==> src/rtl/snake_pkg.sv <==
// snake_pkg: shared grid geometry, tile codes, clear FSM states and tile RAM read tags
package snake_pkg;
   localparam int GRID_W = 40;
   localparam int GRID_H = 30;
   localparam int TILES = GRID_W * GRID_H;
   localparam int ADDR_W = 11;
   localparam int DATA_W = 4;
   typedef enum logic [DATA_W-1:0] {
      TILE_EMPTY = 4'd0,
      TILE_SNAKE = 4'd1,
      TILE_FOOD  = 4'd2,
      TILE_WALL  = 4'd3
   } tile_e;
   typedef enum logic {OWN_SCAN, OWN_GL} owner_e;
   typedef enum logic [1:0] {CLR_IDLE, CLR_CLEAR, CLR_DONE} clr_state_e;
   typedef struct packed {
      logic   vld;
      owner_e own;
      logic   oor;
   } rd_tag_t;
endpackage

==> src/rtl/tile_clear_seq.sv <==
// tile_clear_seq: walks every tile address once, issuing a clear write whenever the RAM slot is free
module tile_clear_seq #(
   parameter int ADDR_W = snake_pkg::ADDR_W,
   parameter int TILES  = snake_pkg::TILES
) (
   input  logic              clk,
   input  logic              rst,
   input  logic              start_i,
   input  logic              slot_free_i,
   output logic              busy_o,
   output logic              done_o,
   output logic              wr_en_o,
   output logic [ADDR_W-1:0] wr_addr_o
);
   import snake_pkg::*;
   clr_state_e        state_q, state_d;
   logic [ADDR_W-1:0] cnt_q, cnt_d;
   // state and address counter registers
   always_ff @(posedge clk or posedge rst)
      if (rst) begin
         state_q <= CLR_IDLE;
         cnt_q   <= '0;
      end else begin
         state_q <= state_d;
         cnt_q   <= cnt_d;
      end
   // advance one tile per free slot; the last tile hands over to a one-cycle DONE
   always_comb begin
      state_d = state_q;
      cnt_d   = cnt_q;
      case (state_q)
         CLR_IDLE: if (start_i) begin
            state_d = CLR_CLEAR;
            cnt_d   = '0;
         end
         CLR_CLEAR: if (slot_free_i) begin
            cnt_d = cnt_q + ADDR_W'(1);
            if (cnt_q == ADDR_W'(TILES - 1)) state_d = CLR_DONE;
         end
         default: state_d = CLR_IDLE;
      endcase
   end
   assign busy_o    = state_q == CLR_CLEAR;
   assign done_o    = state_q == CLR_DONE;
   assign wr_en_o   = busy_o & slot_free_i;
   assign wr_addr_o = cnt_q;
endmodule

==> src/rtl/tile_ram_arbiter.sv <==
// tile_ram_arbiter: shares the single-port tile RAM between scanout, the clear sequencer and game logic
module tile_ram_arbiter #(
   parameter int                ADDR_W  = snake_pkg::ADDR_W,
   parameter int                DATA_W  = snake_pkg::DATA_W,
   parameter int                TILES   = snake_pkg::TILES,
   parameter logic [DATA_W-1:0] CLR_VAL = DATA_W'(snake_pkg::TILE_EMPTY)
) (
   input  logic              clk,
   input  logic              rst,
   input  logic              scan_req,
   input  logic [ADDR_W-1:0] scan_addr,
   output logic              scan_valid,
   output logic [DATA_W-1:0] scan_data,
   input  logic              gl_req,
   input  logic              gl_we,
   input  logic [ADDR_W-1:0] gl_addr,
   input  logic [DATA_W-1:0] gl_wdata,
   output logic              gl_gnt,
   output logic              gl_rvalid,
   output logic [DATA_W-1:0] gl_rdata,
   input  logic              clr_start,
   output logic              clr_busy,
   output logic              clr_done,
   output logic              ram_en,
   output logic              ram_we,
   output logic [ADDR_W-1:0] ram_addr,
   output logic [DATA_W-1:0] ram_wdata,
   input  logic [DATA_W-1:0] ram_rdata
);
   import snake_pkg::*;
   logic              clr_wr_en, sel_any, sel_we, sel_oor;
   logic [ADDR_W-1:0] clr_addr, sel_addr, ram_addr_q;
   logic [DATA_W-1:0] sel_wdata, ram_wdata_q, rdata_m;
   logic              ram_en_q, ram_en_d, ram_we_q, ram_we_d;
   rd_tag_t           tag_d, tag1_q, tag2_q;

   tile_clear_seq #(.ADDR_W(ADDR_W), .TILES(TILES)) u_clear (
      .clk         (clk),
      .rst         (rst),
      .start_i     (clr_start),
      .slot_free_i (~scan_req),
      .busy_o      (clr_busy),
      .done_o      (clr_done),
      .wr_en_o     (clr_wr_en),
      .wr_addr_o   (clr_addr)
   );

   assign gl_gnt  = gl_req & ~scan_req & ~clr_busy & ~clr_done;
   assign sel_any = scan_req | clr_wr_en | gl_gnt;

   // pick this cycle's winner and form the next RAM command plus its read tag
   always_comb begin
      sel_addr  = scan_req ? scan_addr : clr_wr_en ? clr_addr : gl_addr;
      sel_we    = ~scan_req & (clr_wr_en | gl_we);
      sel_wdata = clr_wr_en ? CLR_VAL : gl_wdata;
      sel_oor   = sel_addr >= ADDR_W'(TILES);
      ram_en_d  = sel_any & ~sel_oor;
      ram_we_d  = ram_en_d & sel_we;
      tag_d.vld = sel_any & ~sel_we;
      tag_d.own = scan_req ? OWN_SCAN : OWN_GL;
      tag_d.oor = sel_oor;
   end

   // RAM command registers and the two-stage read tag pipe aligned to RAM latency
   always_ff @(posedge clk or posedge rst)
      if (rst) begin
         ram_en_q    <= 1'b0;
         ram_we_q    <= 1'b0;
         ram_addr_q  <= '0;
         ram_wdata_q <= '0;
         tag1_q      <= '0;
         tag2_q      <= '0;
      end else begin
         ram_en_q    <= ram_en_d;
         ram_we_q    <= ram_we_d;
         ram_addr_q  <= sel_addr;
         ram_wdata_q <= sel_wdata;
         tag1_q      <= tag_d;
         tag2_q      <= tag1_q;
      end

   assign ram_en     = ram_en_q;
   assign ram_we     = ram_we_q;
   assign ram_addr   = ram_addr_q;
   assign ram_wdata  = ram_wdata_q;
   assign rdata_m    = tag2_q.oor ? '0 : ram_rdata;
   assign scan_valid = tag2_q.vld & (tag2_q.own == OWN_SCAN);
   assign gl_rvalid  = tag2_q.vld & (tag2_q.own == OWN_GL);
   assign scan_data  = scan_valid ? rdata_m : '0;
   assign gl_rdata   = gl_rvalid ? rdata_m : '0;
endmodule

==> config.mk <==
export PLATFORM = sky130hd
export DESIGN_NAME = tile_ram_arbiter
export DESIGN_NICKNAME = d
export VERILOG_FILES = /design/src/rtl/snake_pkg.sv /design/src/rtl/tile_clear_seq.sv /design/src/rtl/tile_ram_arbiter.sv
export SDC_FILE = /design/constraint.sdc
export NUM_CORES = 1
export LEC_CHECK = 0
export CAP_MARGIN = 20
export CORE_ASPECT_RATIO = 0.9
export CORE_UTILIZATION = 26
export DETAILED_ROUTE_END_ITERATION = 16
export SYNTH_ARGS = -nofsm -noshare
export SYNTH_HDL_FRONTEND = slang
export SYNTH_SLANG_ARGS = --single-unit
==> constraint.sdc <==
create_clock -name clk -period 1.75 [get_ports clk]
set_clock_uncertainty 0.05 [all_clocks]
set_input_delay 0.175 -clock clk [delete_from_list [all_inputs] [get_ports clk]]
set_output_delay 0.175 -clock clk [all_outputs]
set_load 0.1 [all_outputs]
==> results.ini, run 1 <==
[power]
p_int_mw = 1.78
ir_drop_uv = 270
power_density_mw_per_mm2 = 920
seqPwrFrac = 0.378
power_leakage_nw = 1.30
swShare = 0.356
power_switching_mw = 0.982
power_mw = 2.76
combPwrFrac = 0.332
clkPwrFrac = 0.290

[timing]
setup_tns_ns = -0.133
slew_viol_final = 0
worst_pin_slew_ns = 0.458
timing.slew.headroom = 0.695
hold_violations = 0
fin_ws_ns = -0.0591
clock.fmax_mhz = 553
finalSetupViolCount = 3
period_share = 1.03
rsz0062_at_grt = yes
finalCriticalPeriod_ns = 1.81

[global_route]
grt_remaining_overflow = 0
grt.busiest_layer = met2
met3_usage = 0.0374
grt_pass1_vias = 1499
grt_antenna_before_repair = 0
grt.met2_usage = 0.227
use_met1 = 0.162
track_usage = 0.134
grt_pass1_wl_um = 7060
grt_start_max_net_pins = 37

[synthesis]
syn_area_mm2 = 0.00171
seq_area_frac_synth = 0.526
synth_top_area_cell = dfrtp_1
synthArstFlopShare = 1.00
syn-num-nets = 198
dominantRegCellSynth = dfrtp_1
avgSynthCellArea_um2 = 10.6
yosys_warnings = 0
synthTopCellsByArea = dfrtp_1 (53%), nor2_1 (5.3%), xor2_1 (3.6%), a311o_1 (3.5%), nor4bb_1 (3.5%)
synth_edf_count = 0
netlist.area_leader.share = 0.526
ys_types = 38
synth_seq_cells = 36
synthCells = 161

[drt]
drtIter0Drc = 39
wl_um = 4280
viasPerCell = 4.33
ant_nets = 0
wl_per_cell_um = 12.4
drc_errors = 0
num_vias = 1494
dr.pass1.iters = 2

[run]
max_cap_viol_count = 0

[placement]
io_buffer_count = 65
hpwl_um = 3250
place_congestion = 0.767
placed_cell_area_mm2 = 0.00271
placed_cells = 329

[outcome]
outcome = complete, but fails checks
violations = setup timing

[critical_path]
cp.arrival_ns = 1.96
path_class = register to register
critPathCapture = ram_we$_DFF_PP0_
crit_path_max_fanout = 6
cpMaxStageDelayCell = dfrtp_2
cp-end-kind = register
worstReg2RegEnd = ram_we$_DFF_PP0_
cp.depth = 6
reg2reg_from = u_clear.state_q[0]$_DFFE_PP0P_
start_kind = register
cp_cell_sequence = buf_6 > nor4bb_4 > a311o_1 > a211oi_2 > a21boi_2 > nor4_2
r2r_cells = 6
cp_top_family = compound AO/OA/AOI/OAI gates
reg2reg_slack_ns = -0.06
crit_path_start = u_clear.state_q[0]$_DFFE_PP0P_
cp.required_ns = 1.90
cp.buffers_inverters = 1
slowest_delay_ns = 0.44

[cts]
clk_path_buf_depth = 2
numCtsBuffers = 5
cts_sinks = 36
cts_hold_buf = 0
cts_tree = yes
h-tree-depth = 2
clock_latency_ns = 0.29
clk_pin_slew_ns = 0.07
cts-root-buf = clkbuf_8

[layout]
n_antenna_cell = 0
fin_nets = 294
layout_common_cells = buf_4 (42), clkdlybuf4s50_1 (35), dfrtp_1 (35)
utilization = 0.480
drive_gt1_frac = 0.372
final_cell_count_no_fill = 345
area_growth_pct = 75.1
mostFrequentLayoutCell = buf_4
final_cell_area_mm2 = 0.00300
num-fill-cells = 566

[floorplan]
core_mm2 = 0.00625
die_w_um = 87.6
rows = 27
ios = 66
die_area_mm2 = 0.00692
die_y_um = 79.0
start_util = 0.274

[min_path]
min_path_type = input port to async pin

-- cells by family after synthesis --
group                      after synthesis  synth area share
adders and majority gates                2            0.0131
DFF                                     36             0.526
muxes                                    6            0.0358
buffers and inverters                   15            0.0460
xor gates and xnor gates                 8            0.0409
and+or+nand+nor                         76             0.251
AOI/OAI and AO/OA                       18            0.0876
-- worst min path at each step --
stage,start,end,slack [ns],depth (start not counted)
CTS,rst,ram_addr[1]$_DFF_PP0_,0.26,3
finish,rst,ram_addr[0]$_DFF_PP0_,0.24,3
floorplan,scan_addr[0],ram_addr[0]$_DFF_PP0_,0.25,2
global placement,tag1_q[0]$_DFF_PP0_,tag2_q[0]$_DFF_PP0_,0.28,0
global route,rst,u_clear.wr_addr_o[1]$_DFFE_PP0P_,0.30,3
detailed placement,tag1_q[0]$_DFF_PP0_,tag2_q[0]$_DFF_PP0_,0.29,0
-- final cells by class --
type / instances / area [um2] / area share
clock buffers: 7 / 96.3 / 0.0321
clock inverters: 1 / 30.0 / 0.0100
inverters: 7 / 28.8 / 0.00959
multi-input cells: 110 / 827 / 0.276
flip-flops and latches: 36 / 902 / 0.301
well taps: 87 / 109 / 0.0363
repair buffers: 97 / 1010 / 0.336
-- sequential cells by signal, indices dropped and copies added (netlist names) --
register and flops:
ram_addr 11, ram_en 1, ram_wdata 4, ram_we 1
tag1_q 3, tag2_q 3, u_clear.state_q 2, u_clear.wr_addr_o 11
-- timing repair --
| item | CTS | global route |
|---|---|---|
| setup buffers | 6 | 2 |
| pin swaps | 6 | 7 |
| endpoints found under the setup margin | 4 | 7 |
| gates resized for setup | 13 | 9 |
-- synth_stat cells, drive strengths merged (2+ instances only) --
cell type / count
nand4: 5
a211oi: 3
nor4bb: 6
nor2b: 4
nand2: 10
o21ai: 5
nand2b: 8
nor3: 2
xor2: 7
nor4: 2
inv: 6
nand3: 3
clkbuf: 4
buf: 4
dfrtp: 36
a311o: 6
and2: 7
nor2: 25
mux2i: 5
-- power groups by stage --
stage                     Sequential, mW  Combinational [mW]  Clock (mW)
after detailed placement            1.06               0.892           0
final                               1.04               0.917       0.800
after CTS                           1.04               0.920       0.817
after global placement              1.06               0.890           0
after floorplan                     1.35               0.289           0
after global routing                1.06               0.972       0.862
-- stage by stage --
stage / hold slack [ns] / setup slack, ns
floorplan: 0.246 / -2.97
detailed placement: 0.287 / -0.283
CTS: 0.262 / -0.107
global route: 0.297 / -0.178
global placement: 0.284 / -0.230
finish: 0.244 / -0.0591
-- routing by layer --
metal	vias to the layer above	wire length, um
met5	-	0
met4	0	58
met3	6	197
met2	34	2190
met1	705	1840
li1	749	-
-- tightest hold or removal path, stage by stage --
cell	delay [ns]
clkdlybuf4s50_1	0.40
inv_1	0.05
buf_4	0.40
Power figures use the tool's default switching activity.
==> run 2: changes to the inputs <==
- SLEW_MARGIN: unset -> 40
==> results of run 2 <==
No change in the layout: final DEF, timing and power equal those of run 1.
==> run 3: changes to the inputs <==
- CORE_UTILIZATION: 26 -> 39
- PLACE_DENSITY: unset -> 0.75
- clock period: 1.75 -> 1.6 ns (I/O delays scaled with it)
==> run 3 against run 2 <==
Net effect:
- the flow still finishes with violations (setup timing)
- maximum frequency up 3.1%
- final area up 5.3%
- utilization is 28 points higher
- largest cell class unchanged
- worst hold slack lost 0.089 ns
- global-route usage is 8.6 points higher
- via count up 4.1%
- critical path depth unchanged
- sequential power is 11% higher
- die area is 33% lower
- first-iteration DRC count up 44%
- non-clock buffer count rose by 1
- critical endpoint is now ram_en$_DFF_PP0_
==> results.ini, run 3 (synthesis gave the netlist of run 1 again) <==
[global_route]
use_met1 = 0.247  ; +0.0848
grt_pass1_vias = 1605  ; +7.1%
grt_pass1_wl_um = 7530  ; +6.7%
grt_remaining_overflow = 0  ; unchanged
grt_start_max_net_pins = 23  ; -38%
grt.met2_usage = 0.362  ; +0.135
grt_antenna_before_repair = 0  ; unchanged
met3_usage = 0.0747  ; +0.0372
grt.busiest_layer = met2
track_usage = 0.221  ; +0.0864

[timing]
whs_ns = 0.156  ; -0.0885 ns
finalSetupViolCount = 7  ; +4
clock.fmax_mhz = 570  ; +3.1%
worst_pin_slew_ns = 0.313  ; -0.144 ns
timing.slew.headroom = 0.788  ; +0.0933
hold_violations = 0  ; unchanged
finalCriticalPeriod_ns = 1.75  ; -0.0546 ns
slew_viol_final = 0  ; unchanged
period_share = 1.10  ; +0.0628
fin_ws_ns = -0.155  ; -0.0954 ns
setup_tns_ns = -0.614  ; -0.481 ns
rsz0062_at_grt = yes

[layout]
fin_nets = 295  ; +0.34%
n_antenna_cell = 0  ; unchanged
drive_gt1_frac = 0.384  ; +0.0116
num-fill-cells = 261  ; -54%
final_cell_count_no_fill = 318  ; -7.8%
final_cell_area_mm2 = 0.00316  ; +5.3%
layout_common_cells = dfrtp_1 (35), clkdlybuf4s50_1 (34), buf_12 (30), buf_4 (30), nor2_1 (15)
mostFrequentLayoutCell = dfrtp_1
area_growth_pct = 84.3
utilization = 0.760  ; +0.280

[critical_path]
reg2reg_slack_ns = -0.15  ; -0.10 ns
cp-end-kind = register
cp.required_ns = 1.72  ; -0.18 ns
crit_path_max_fanout = 4  ; -2
cp.arrival_ns = 1.88  ; -0.08 ns
path_class = register to register
start_kind = register

[outcome]
outcome = complete, but fails checks
violations = setup timing

[power]
power_leakage_nw = 1.36  ; +4.3%
ir_drop_uv = 645  ; +140%
power_density_mw_per_mm2 = 959  ; +4.2%

[drt]
wl_um = 4570  ; +6.8%
drtIter0Drc = 56  ; +44%
dr.pass1.iters = 4  ; +2
drc_errors = 0  ; unchanged
viasPerCell = 4.89  ; +13%
num_vias = 1556  ; +4.1%
ant_nets = 0  ; unchanged
wl_per_cell_um = 14.4  ; +16%

[cts]
h-tree-depth = 2  ; unchanged
clock_latency_ns = 0.29  ; about the same
cts-root-buf = clkbuf_8
cts_sinks = 36  ; unchanged
clk_pin_slew_ns = 0.07  ; about the same
numCtsBuffers = 5  ; unchanged
cts_hold_buf = 0  ; unchanged
clk_path_buf_depth = 2  ; unchanged
cts_tree = yes

[placement]
io_buffer_count = 65  ; unchanged
placed_cell_area_mm2 = 0.00292  ; +7.8%
hpwl_um = 3370  ; +3.7%
place_congestion = 0.861  ; +12%
placed_cells = 305  ; -7.3%

[min_path]
min_path_type = input port to async pin

[run]
max_cap_viol_count = 0  ; unchanged

[floorplan]
start_util = 0.412  ; +0.138
rows = 22  ; -19%
die_area_mm2 = 0.00466  ; -33%
core_mm2 = 0.00416  ; -33%
ios = 66  ; unchanged
die_y_um = 64.9  ; -18%
die_w_um = 71.9  ; -18%

## run 3: changes by cell type in the layout (fill, tap and decap cells not counted), moves of 2 or more
cell and delta:
buf_12 +17, buf_4 -12, buf_6 -3, nand3_1 -2, nand3_2 +2, nor2_2 -2, nor2_4 +2
## run 3: what timing repair did
item,in CTS,in global routing
pin swaps,8,12
setup buffers,4,3
setup endpoints to repair,13,11
cloned,0,0
gates resized for setup,12,9
## run 3: where the power goes
group	switching, mW	leakage [nW]	internal, mW
logic	0.678	0.858	0.507
clock network	0.311	0.0503	0.383
registers	0.117	0.450	1.03
## run 3: layout make-up
type	count	area [um2]	share of cell area
tap	60	75.1	0.0238
multi-input combinational	110	848	0.269
sequential	36	902	0.286
timing repair buffer	98	1210	0.383
inverter	7	28.8	0.00911
clock buffer	7	96.3	0.0305
## run 3: worst paths after layout
| check | cells past startpoint | to | from |
|---|---|---|---|
| setup / recovery | 6 | ram_en$_DFF_PP0_ | u_clear.state_q[1]$_DFFE_PP0P_ |
| setup reg to reg | 6 | ram_en$_DFF_PP0_ | u_clear.state_q[1]$_DFFE_PP0P_ |
| min in group clk | 0 | tag2_q[0]$_DFF_PP0_ | tag1_q[0]$_DFF_PP0_ |
| hold reg to reg | 0 | tag2_q[0]$_DFF_PP0_ | tag1_q[0]$_DFF_PP0_ |
| hold / removal | 3 | ram_addr[3]$_DFF_PP0_ | rst |
| max in group asynchronous | 3 | u_clear.state_q[0]$_DFFE_PP0P_ | rst |
## run 3: stage by stage
stage	worst slack [ns]	total power, mW
after global routing	-0.217	3.16
after global placement	-0.375	2.29
after floorplan	-3.11	1.79
after detailed placement	-0.434	2.31
final	-0.155	3.03
after CTS	-0.144	3.00
## run 3: routing by layer
| layer | part of all wire | vias up |
|---|---|---|
| met5 | 0 | - |
| met1 | 0.40 | 735 |
| met4 | 0.038 | 0 |
| li1 | - | 744 |
| met3 | 0.055 | 18 |
| met2 | 0.50 | 59 |
## run 3: worst max-delay path: stages, from the launching register on
cell and delay, ns:
dfrtp_1 0.43, buf_4 0.18, nor4bb_2 0.33, a311o_1 0.24
nand3_2 0.10, a21boi_2 0.21, nor2_1 0.10
